$ cat src/rtl/team_proj_pkg.sv
// Shared definitions for the team project register slice: register offsets,
// the bus handshake state type, the prescaler width default and a byte-lane
// merge helper used by the register write path.
package team_proj_pkg;

    localparam int PRESC_W_DFLT = 14;

    localparam logic [31:0] EN_OFF    = 32'h0000_0000;
    localparam logic [31:0] PRESC_OFF = 32'h0000_0004;
    localparam logic [31:0] IM_OFF    = 32'h0000_FF00;
    localparam logic [31:0] MIS_OFF   = 32'h0000_FF04;
    localparam logic [31:0] RIS_OFF   = 32'h0000_FF08;
    localparam logic [31:0] IC_OFF    = 32'h0000_FF0C;

    typedef enum logic {
        WB_IDLE = 1'b0,
        WB_ACK  = 1'b1
    } wb_state_t;

    // Replace each byte of old_v whose select bit is set with the same byte of new_v.
    function automatic logic [31:0] lane_merge(input logic [31:0] old_v,
                                               input logic [31:0] new_v,
                                               input logic [3:0]  sel);
        logic [31:0] res;
        res = old_v;
        for (int b = 0; b < 4; b++) begin
            if (sel[b]) res[8*b +: 8] = new_v[8*b +: 8];
        end
        return res;
    endfunction

endpackage

$ cat src/rtl/team_proj_irq_ctrl.sv
// Interrupt bookkeeping: sticky raw status (RIS), mask (IM), masked status (MIS), irq line.
// Latency: RIS/IM update on the clock after the event or write; irq follows one clock later.
// Backpressure: none; event pulses are always captured, set wins over a same-cycle clear.
// Ports: clk_i/rst_i (sync, active-high), evt_i event pulses, im_we_i/im_wdat_i mask write,
//        ic_we_i/ic_wdat_i write-1-to-clear, im_o/ris_o/mis_o status, irq_o registered OR of MIS.
module team_proj_irq_ctrl #(
    parameter int NUM_IRQ = 1
) (
    input  logic               clk_i,
    input  logic               rst_i,
    input  logic [NUM_IRQ-1:0] evt_i,
    input  logic               im_we_i,
    input  logic [NUM_IRQ-1:0] im_wdat_i,
    input  logic               ic_we_i,
    input  logic [NUM_IRQ-1:0] ic_wdat_i,
    output logic [NUM_IRQ-1:0] im_o,
    output logic [NUM_IRQ-1:0] ris_o,
    output logic [NUM_IRQ-1:0] mis_o,
    output logic               irq_o
);

    logic [NUM_IRQ-1:0] im_q, im_d;
    logic [NUM_IRQ-1:0] ris_q, ris_d;
    logic               irq_q, irq_d;
    logic [NUM_IRQ-1:0] clr;

    always_comb begin
        clr   = ic_we_i ? ic_wdat_i : '0;
        im_d  = im_we_i ? im_wdat_i : im_q;
        // Clear first, then OR in new events so a coincident event is never lost.
        ris_d = (ris_q & ~clr) | evt_i;
        irq_d = |(ris_q & im_q);
    end

    always_ff @(posedge clk_i) begin
        if (rst_i) begin
            im_q  <= '0;
            ris_q <= '0;
            irq_q <= 1'b0;
        end else begin
            im_q  <= im_d;
            ris_q <= ris_d;
            irq_q <= irq_d;
        end
    end

    assign im_o  = im_q;
    assign ris_o = ris_q;
    assign mis_o = ris_q & im_q;
    assign irq_o = irq_q;

endmodule

$ cat src/rtl/team_proj_wb_regs.sv
// Wishbone classic slave register block feeding the project core (enable, prescaler, interrupts).
// Latency: write commits and read data is captured on the request cycle; ack the cycle after.
// Backpressure: none; every request is acked once, with an idle cycle between acks.
// Ports: wb_clk_i/wb_rst_i (sync, active-high), wbs_* Wishbone slave, evt_i core events,
//        en_o core enable, prescaler_o core prescaler, irq interrupt line.
module team_proj_wb_regs
    import team_proj_pkg::*;
#(
    parameter int ADR_W     = 16,
    parameter int PRESC_W   = PRESC_W_DFLT,
    parameter int PRESC_RST = 1,
    parameter int NUM_IRQ   = 1
) (
    input  logic               wb_clk_i,
    input  logic               wb_rst_i,
    input  logic               wbs_stb_i,
    input  logic               wbs_cyc_i,
    input  logic               wbs_we_i,
    input  logic [3:0]         wbs_sel_i,
    input  logic [31:0]        wbs_adr_i,
    input  logic [31:0]        wbs_dat_i,
    output logic [31:0]        wbs_dat_o,
    output logic               wbs_ack_o,
    input  logic [NUM_IRQ-1:0] evt_i,
    output logic               en_o,
    output logic [PRESC_W-1:0] prescaler_o,
    output logic               irq
);

    localparam logic [31:0] ADR_MASK = 32'((64'd1 << ADR_W) - 64'd1);

    wb_state_t          state_q, state_d;
    logic               en_q, en_d;
    logic [PRESC_W-1:0] presc_q, presc_d;
    logic [31:0]        rdat_q, rdat_d;

    logic               req, wr, rd;
    logic [31:0]        adr_off;
    logic [31:0]        presc_merged;
    logic               im_we, ic_we;
    logic [NUM_IRQ-1:0] im, ris, mis;
    logic               unused_merge;

    assign adr_off = wbs_adr_i & ADR_MASK;
    assign req     = (state_q == WB_IDLE) && wbs_cyc_i && wbs_stb_i;
    assign wr      = req && wbs_we_i;
    assign rd      = req && !wbs_we_i;

    assign presc_merged = lane_merge(32'(presc_q), wbs_dat_i, wbs_sel_i);
    assign unused_merge = ^presc_merged;

    // Handshake: one ack cycle per request, always followed by IDLE.
    always_comb begin
        state_d = state_q;
        case (state_q)
            WB_IDLE: if (wbs_cyc_i && wbs_stb_i) state_d = WB_ACK;
            WB_ACK:  state_d = WB_IDLE;
            default: state_d = WB_IDLE;
        endcase
    end

    always_comb begin
        en_d    = en_q;
        presc_d = presc_q;
        if (wr && (adr_off == EN_OFF) && wbs_sel_i[0]) en_d = wbs_dat_i[0];
        if (wr && (adr_off == PRESC_OFF))              presc_d = presc_merged[PRESC_W-1:0];
    end

    // Read data is captured with the request and cleared on every other cycle.
    always_comb begin
        rdat_d = '0;
        if (rd) begin
            case (adr_off)
                EN_OFF:    rdat_d = {31'd0, en_q};
                PRESC_OFF: rdat_d = 32'(presc_q);
                IM_OFF:    rdat_d = 32'(im);
                MIS_OFF:   rdat_d = 32'(mis);
                RIS_OFF:   rdat_d = 32'(ris);
                default:   rdat_d = '0;
            endcase
        end
    end

    assign im_we = wr && (adr_off == IM_OFF) && wbs_sel_i[0];
    assign ic_we = wr && (adr_off == IC_OFF) && wbs_sel_i[0];

    always_ff @(posedge wb_clk_i) begin
        if (wb_rst_i) begin
            state_q <= WB_IDLE;
            en_q    <= 1'b0;
            presc_q <= PRESC_W'(PRESC_RST);
            rdat_q  <= '0;
        end else begin
            state_q <= state_d;
            en_q    <= en_d;
            presc_q <= presc_d;
            rdat_q  <= rdat_d;
        end
    end

    team_proj_irq_ctrl #(
        .NUM_IRQ (NUM_IRQ)
    ) u_irq_ctrl (
        .clk_i     (wb_clk_i),
        .rst_i     (wb_rst_i),
        .evt_i     (evt_i),
        .im_we_i   (im_we),
        .im_wdat_i (wbs_dat_i[NUM_IRQ-1:0]),
        .ic_we_i   (ic_we),
        .ic_wdat_i (wbs_dat_i[NUM_IRQ-1:0]),
        .im_o      (im),
        .ris_o     (ris),
        .mis_o     (mis),
        .irq_o     (irq)
    );

    // A master that drops cyc before sampling ack has abandoned the cycle, so ack is masked.
    assign wbs_ack_o   = (state_q == WB_ACK) && wbs_cyc_i;
    assign wbs_dat_o   = wbs_ack_o ? rdat_q : 32'd0;
    assign en_o        = en_q;
    assign prescaler_o = presc_q;

endmodule
$ cat config.mk
export PLATFORM = sky130hd
export DESIGN_NAME = team_proj_wb_regs
export DESIGN_NICKNAME = d
export VERILOG_FILES = /design/src/rtl/team_proj_pkg.sv /design/src/rtl/team_proj_irq_ctrl.sv /design/src/rtl/team_proj_wb_regs.sv
export SDC_FILE = /design/constraint.sdc
export NUM_CORES = 1
export LEC_CHECK = 0
export ABC_AREA = 1
export CORE_AREA = 2 2 73 75
export DETAILED_ROUTE_END_ITERATION = 7
export DIE_AREA = 0 0 75 77
export GPL_ROUTABILITY_DRIVEN = 0
export PLACE_DENSITY_LB_ADDON = 0.1
export SLEW_MARGIN = 20
export SYNTH_ARGS = -nofsm -noshare
export SYNTH_HDL_FRONTEND = slang
export SYNTH_SLANG_ARGS = --single-unit
$ cat constraint.sdc
create_clock -name wb_clk_i -period 1.3 [get_ports wb_clk_i]
set_input_delay 0.13 -clock wb_clk_i [delete_from_list [all_inputs] [get_ports wb_clk_i]]
set_output_delay 0.13 -clock wb_clk_i [all_outputs]
set_load 0.02 [all_outputs]
# == After elaboration in Yosys (flattened, before gate mapping) ==
# Cells that the tools add are included.
# classes
mux,5
n_lt_le_gt_ge,0
multipliers,0
n_div,0
n_shift,0
eq_ne,5
addsub,0
bitwise_logic,6
n_reduce_logical,18
# op_table
cell,count
case mux 14 bit (5 select lines),1
"== test 16 bit, second input constant",4
zero test 32 bit,1
two-way mux 32 bit,1
"== test 16 x 3 -> 1 bit, second input constant",1
logical AND 1 bit,13
AND reduction 2 bit,2
inverter 1 bit,3
bitwise AND 1 bit,2
two-way mux 1 bit,2
case mux 1 bit (2 select lines),1
OR reduction 2 bit,1
zero test 1 bit,1
bitwise OR 1 bit,1
# totals
rom_bits,0
latch_bits,0
elab_cells,42
input_bits,74
mem_count,0
mem_bits_rw,0
reg_bits,51
output_inout_bits,49

# == Depth between registers and ports, before layout ==
# Gate-level depths: netlist (run 1).
# logic_depth
word_depth,10
ltp_mapped,10
ltp_nobuf,10

# == Modules after synthesis ==
# A second synthesis (run 1) with hierarchy kept.
# unflattened
hier_cells,259
hier_area_um2,1727.9
# by_module_without_submodules
module,n_inst,cells_each,seq_area_each_um2,area_each_um2
team_proj_wb_regs,1,245,600.6,1616.6
team_proj_irq_ctrl,1,14,60.1,111.4

# == Worst setup path after synthesis (run 1) ==
# No wires, ideal clock.
# synth_path
kind,flip-flop to flip-flop
startpoint,reg state_q
endpoint,reg presc_q[0] (netlist: prescaler_o[0])
n_path_buf,0
path_stages_with_launch,8
setup_time_ps,137
arrival_time_ps,1008
required_ps,1163
path_slack_ps,156
synth_period_minus_slack_ps,1144
path_cell_list,dfxtp_1 > nand3b_4 > nor2_4 > nand2_1 > inv_1 > nand2_4 > nand2_1 > o211ai_1
# synth_via
elab_chain_len,6
# synth_lines
element,line_no,source
start: declaration,team_proj_wb_regs.sv:32,"wb_state_t state_q, state_d;"
start signal: assignment,team_proj_wb_regs.sv:94,state_q <= state_d;
inverter 1 bit,-,
logical AND 1 bit (2 in series),team_proj_wb_regs.sv:45,assign req = (state_q == WB_IDLE) && wbs_cyc_i && wbs_stb_i;
logical AND 1 bit,team_proj_wb_regs.sv:46,assign wr = req && wbs_we_i;
logical AND 1 bit,team_proj_wb_regs.sv:66,if (wr && (adr_off == PRESC_OFF)) presc_d = presc_merged[PRESC_W-1:0];
AND reduction 2 bit (no source line),-,
end signal: assignment,team_proj_wb_regs.sv:91,presc_q <= PRESC_W'(PRESC_RST);
end signal: assignment,team_proj_wb_regs.sv:96,presc_q <= presc_d;
end: declaration,team_proj_wb_regs.sv:34,"logic [PRESC_W-1:0] presc_q, presc_d;"
# Every way passes these cells.
# A chain may end at the register's enable or synchronous reset.

# == Final worst setup path (run 1) ==
# layout_path
startpoint,in wbs_adr_i[0]
endpoint,reg presc_q[9] (netlist: prescaler_o[9])
# layout_via
elab_chain_len,3
# layout_lines
element,line_no,source
start: declaration,team_proj_wb_regs.sv:20,"input logic [31:0] wbs_adr_i,"
== test 16 x 3 -> 1 bit,team_proj_wb_regs.sv:66,
logical AND 1 bit,team_proj_wb_regs.sv:66,
AND reduction 2 bit (no source line),-,
# Every way passes these cells.

==> results of run 1 <==
## per-stage QoR
| stage | setup slack [ns] | total power, W | cells | instance area [um2] | hold WS [ns] |
|---|---|---|---|---|---|
| 4_1_cts | 0.00423 | 0.00202 | 398 | 2450 | 0.397 |
| 3_5_place_dp | -0.390 | 0.00129 | 390 | 2450 | 0.460 |
| 2_1_floorplan | 0.156 | 0.00117 | 256 | 1690 | 0.199 |
| 6_report | 0.0636 | 0.00201 | 401 | 2550 | 0.394 |
| 3_3_place_gp | -0.356 | 0.00129 | 390 | 2450 | 0.466 |
| 5_1_grt | -0.0495 | 0.00210 | 401 | 2550 | 0.429 |
## power by group through the flow
stage	clock network (W)	registers [W]	logic, W
3_3_place_gp	0	0.00104	0.000247
3_5_place_dp	0	0.00104	0.000249
2_1_floorplan	0	0.00104	0.000136
5_1_grt	0.000801	0.00102	0.000280
6_report	0.000736	0.00102	0.000254
4_1_cts	0.000756	0.00102	0.000250
## cells in the mapped netlist (2+ instances only)
master | count | area share, %
nor2_1 | 65 | 15
nand2_1 | 44 | 10
inv_1 | 35 | 8.1
dfxtp_1 | 33 | 41
buf_4 | 18 | 8.3
o21ai_0 | 9 | 2.8
nand3_1 | 7 | 2.2
nor3_1 | 7 | 2.2
a21oi_1 | 3 | 0.92
nor2_2 | 3 | 1.2
clkbuf_1 | 2 | 0.46
nand2_4 | 2 | 1.4
nor2_4 | 2 | 1.4
## timing repair
action,in CTS,in global routing
hold endpoints to repair,0,0
setup buffers,0,3
endpoints found under the setup margin,32,37
gates resized for setup,76,33
pin swaps,0,12
## worst register-to-register path: stages (launching register included)
cell and delay, ns:
dfxtp_2 0.32, nand3b_4 0.17, nor2_4 0.10, buf_4 0.15, nand3_4 0.11, nand2_1 0.09
nand2_1 0.04, nor2_1 0.10
## state kept, by name (all words and copies together), names as in the netlist
signal	flops
prescaler_o	14
u_irq_ctrl.ris_o	1
u_irq_ctrl.im_o	1
u_irq_ctrl.irq_o	1
en_o	1
rdat_q	14
state_q	1
## worst max-delay path by stage
stage               cells after the start                           end               start  slack, ns
floorplan                               7   prescaler_o[0]$_SDFFE_PP1P_  state_q$_SDFF_PP0_       0.16
global placement                        5                 wbs_dat_o[12]           wbs_cyc_i      -0.36
detailed placement                      5                  wbs_dat_o[0]           wbs_cyc_i      -0.39
CTS                                     9  prescaler_o[10]$_SDFFE_PP0P_       wbs_adr_i[13]      0.004
global route                           10   prescaler_o[9]$_SDFFE_PP0P_        wbs_adr_i[0]      -0.05
finish                                 10   prescaler_o[9]$_SDFFE_PP0P_        wbs_adr_i[0]       0.06
## layout make-up
type / count / share of cell area [%]
timing repair buffer: 88 / 30.6
inverter: 36 / 5.59
clock buffer: 5 / 2.69
tap: 70 / 3.43
multi-input combinational: 166 / 31.1
sequential: 33 / 25.9
clock inverter: 3 / 0.686
## cell families after synthesis
family	Yosys count
buffers and inverters	57
AND/OR/NAND/NOR	134
other	1
flip-flops	33
AO/OA/AOI/OAI	14
## layer usage
layer  up-vias  GRT usage (%)  part of all wire, %
li1        860              -                    -
met1       685           19.6                   46
met2        53           21.1                   45
met3         5           4.60                  7.6
met4         0           4.82                  1.0
met5         -              0                    0
==> results by group, run 1 <==
Yosys
  • FFs w/ async S/R, synth: 0%
  • Main combinational cell family by area after synthesis: simple AND/OR/NAND/NOR gates
  • Syn Std Cell Area: roughly 1600 um2
  • #FFs+latches synth: 33
  • Avg Cell Area, Syn: approximately 6.8 um2
  • Post-synthesis mux area share: 0%
  • Part of the Yosys area used for sequential elements: roughly two fifths
  • Synth Area in Compound Gates: 4.62%
  • Synthesis Warnings: 0
  • Adder and majority cell fraction of the synthesized area: 0%
  • Distinct cells, synth: 22
  • Post-synth EDFFs: 0
  • Top_reg_cell synth: dfxtp_1
  • Synth Area in Simple Gates: 36.7%
  • XOR/XNOR Fraction of Synth Area: 0%
  • Post-synthesis cell count: 239

STA
  • Final Skew: 0.00403 ns
  • Fin. Hold Viols: 0
  • Post-layout minimum cycle time: about 1.2 ns
  • Slew Limit Fails: 0
  • Crit share post-route: 95.1%
  • FMAX: between 0.8 and 0.9 GHz
  • RSZ-0062 raised after global routing: yes
  • Final Setup Violations: 0
  • Final TNS setup: 0 ns

Floorplanning
  • Die Y: 77 um
  • FP Rows: 26
  • I/O Pins: 123
  • DIE WIDTH: between 70 and 80 um
  • Die area: ~5800 um2
  • Core area: 4980 um2
  • Initial core utilization: between 30% and 40%

Power
  • Leak: roughly 1.3 nW
  • Clock share of power: ~37%
  • Pint: 0.00152 W
  • Combinational Power Share: ~13%
  • Sw Ratio: 24.4%
  • Sequential share of power: 50.7%
  • NetSw: between 0.0004 and 0.0005 W
  • Worst VDD drop: a little over 0.5 mV
  • Pwr Density: a little under 800 nW/um2

Layout
  • Multi-input logic area: 795 um2
  • Share of post-route cells with drive strength above 1: a little over a fifth
  • Commonest non-fill, non-tap cells in the layout: nor2_1, nand2_1, inv_1, dfxtp_1, clkdlybuf4s50_1
  • Nets: between 400 and 500
  • Layout area overhead: 57.2%
  • Final Core Density: slightly above 50%
  • Commonest non-fill, non-tap cell in the layout: nor2_1
  • Fill count: 550
  • Antenna Cells: 0
  • Register Area: approximately 660 um2

CTS
  • CTS max path bufs: 2
  • Hold-fix buffers at CTS: 0
  • Reg clk slew, reported paths: 0.07 ns
  • H-tree Lvls: 2
  • Clk Latency, worst-skew pair: ~0.28 ns
  • CTS tree: yes
  • Clk root buf: clkbuf_8
  • CTS buffer count: 5
  • Clk sinks: 33

Global routing
  • Grt ovf: 0
  • Total GRT Usage: 14.3%
  • First-pass GRT wire length: about 6400 um
  • Initial antenna violation count: 0
  • Largest net degree at the start of global routing: 16
  • Vias in the first global route: between 1000 and 1500

Critical path
  • Worst R2R Start: state_q$_SDFF_PP0_
  • WS Path Type: in -> reg
  • Critical path buffer and inverter count: 2
  • Slowest stage delay, CP: approximately 0.41 ns
  • Worst endpoint data arrival time: roughly 1.5 ns
  • Startpoint types: input port
  • FF-to-FF path depth: 7
  • Top delay family on crit path: simple AND/OR/NAND/NOR gates
  • Cells along the critical path: clkdlybuf4s50_1 > nor2_2 > nand2_1 > nor2_4 > nand2_4 > inv_8 > nand3_4 > nand2_1 > nand2_1 > nor2_1
  • CP max FO: 6
  • Worst R2R Setup Slack: about 0.15 ns
  • Crit path capture type: flip-flop
  • CP required: roughly 1.5 ns
  • Most frequent cell on the critical path: nand2_1
  • Worst r2r dst: prescaler_o[9]$_SDFFE_PP0P_
  • CP max stage cell: clkdlybuf4s50_1

Status
  • Run status: complete, no violations

Routing
  • Drt pass-1 iters: 4
  • WL per Instance: 9.74 um
  • Antenna Nets Post-Route: 0
  • Post-detailed-routing wire length: approximately 3900 um
  • Vias per inst: ~4
  • Initial DRC Count: 39
  • # DRC: 0
  • Overall via count from detail_route: about 1600

Hold path
  • Worst hold path depth: 6
  • Hold Startpoint: wbs_adr_i[3]
  • Hold Crit Class: in -> reg
  • Sink of the worst hold path: u_irq_ctrl.ris_o$_SDFF_PP0_

Place
  • Placed wire-length estimate: 3080 um
  • I/O Buffers: a little under 70

Flow run
  • Max_cap viols: 0
Power figures use the tool's default switching activity.
==> run 2: changes to the inputs <==
- GPL_ROUTABILITY_DRIVEN: 0 -> not set
==> results of run 2 <==
Same layout as run 1: the final DEF is identical, and so are final timing and power.
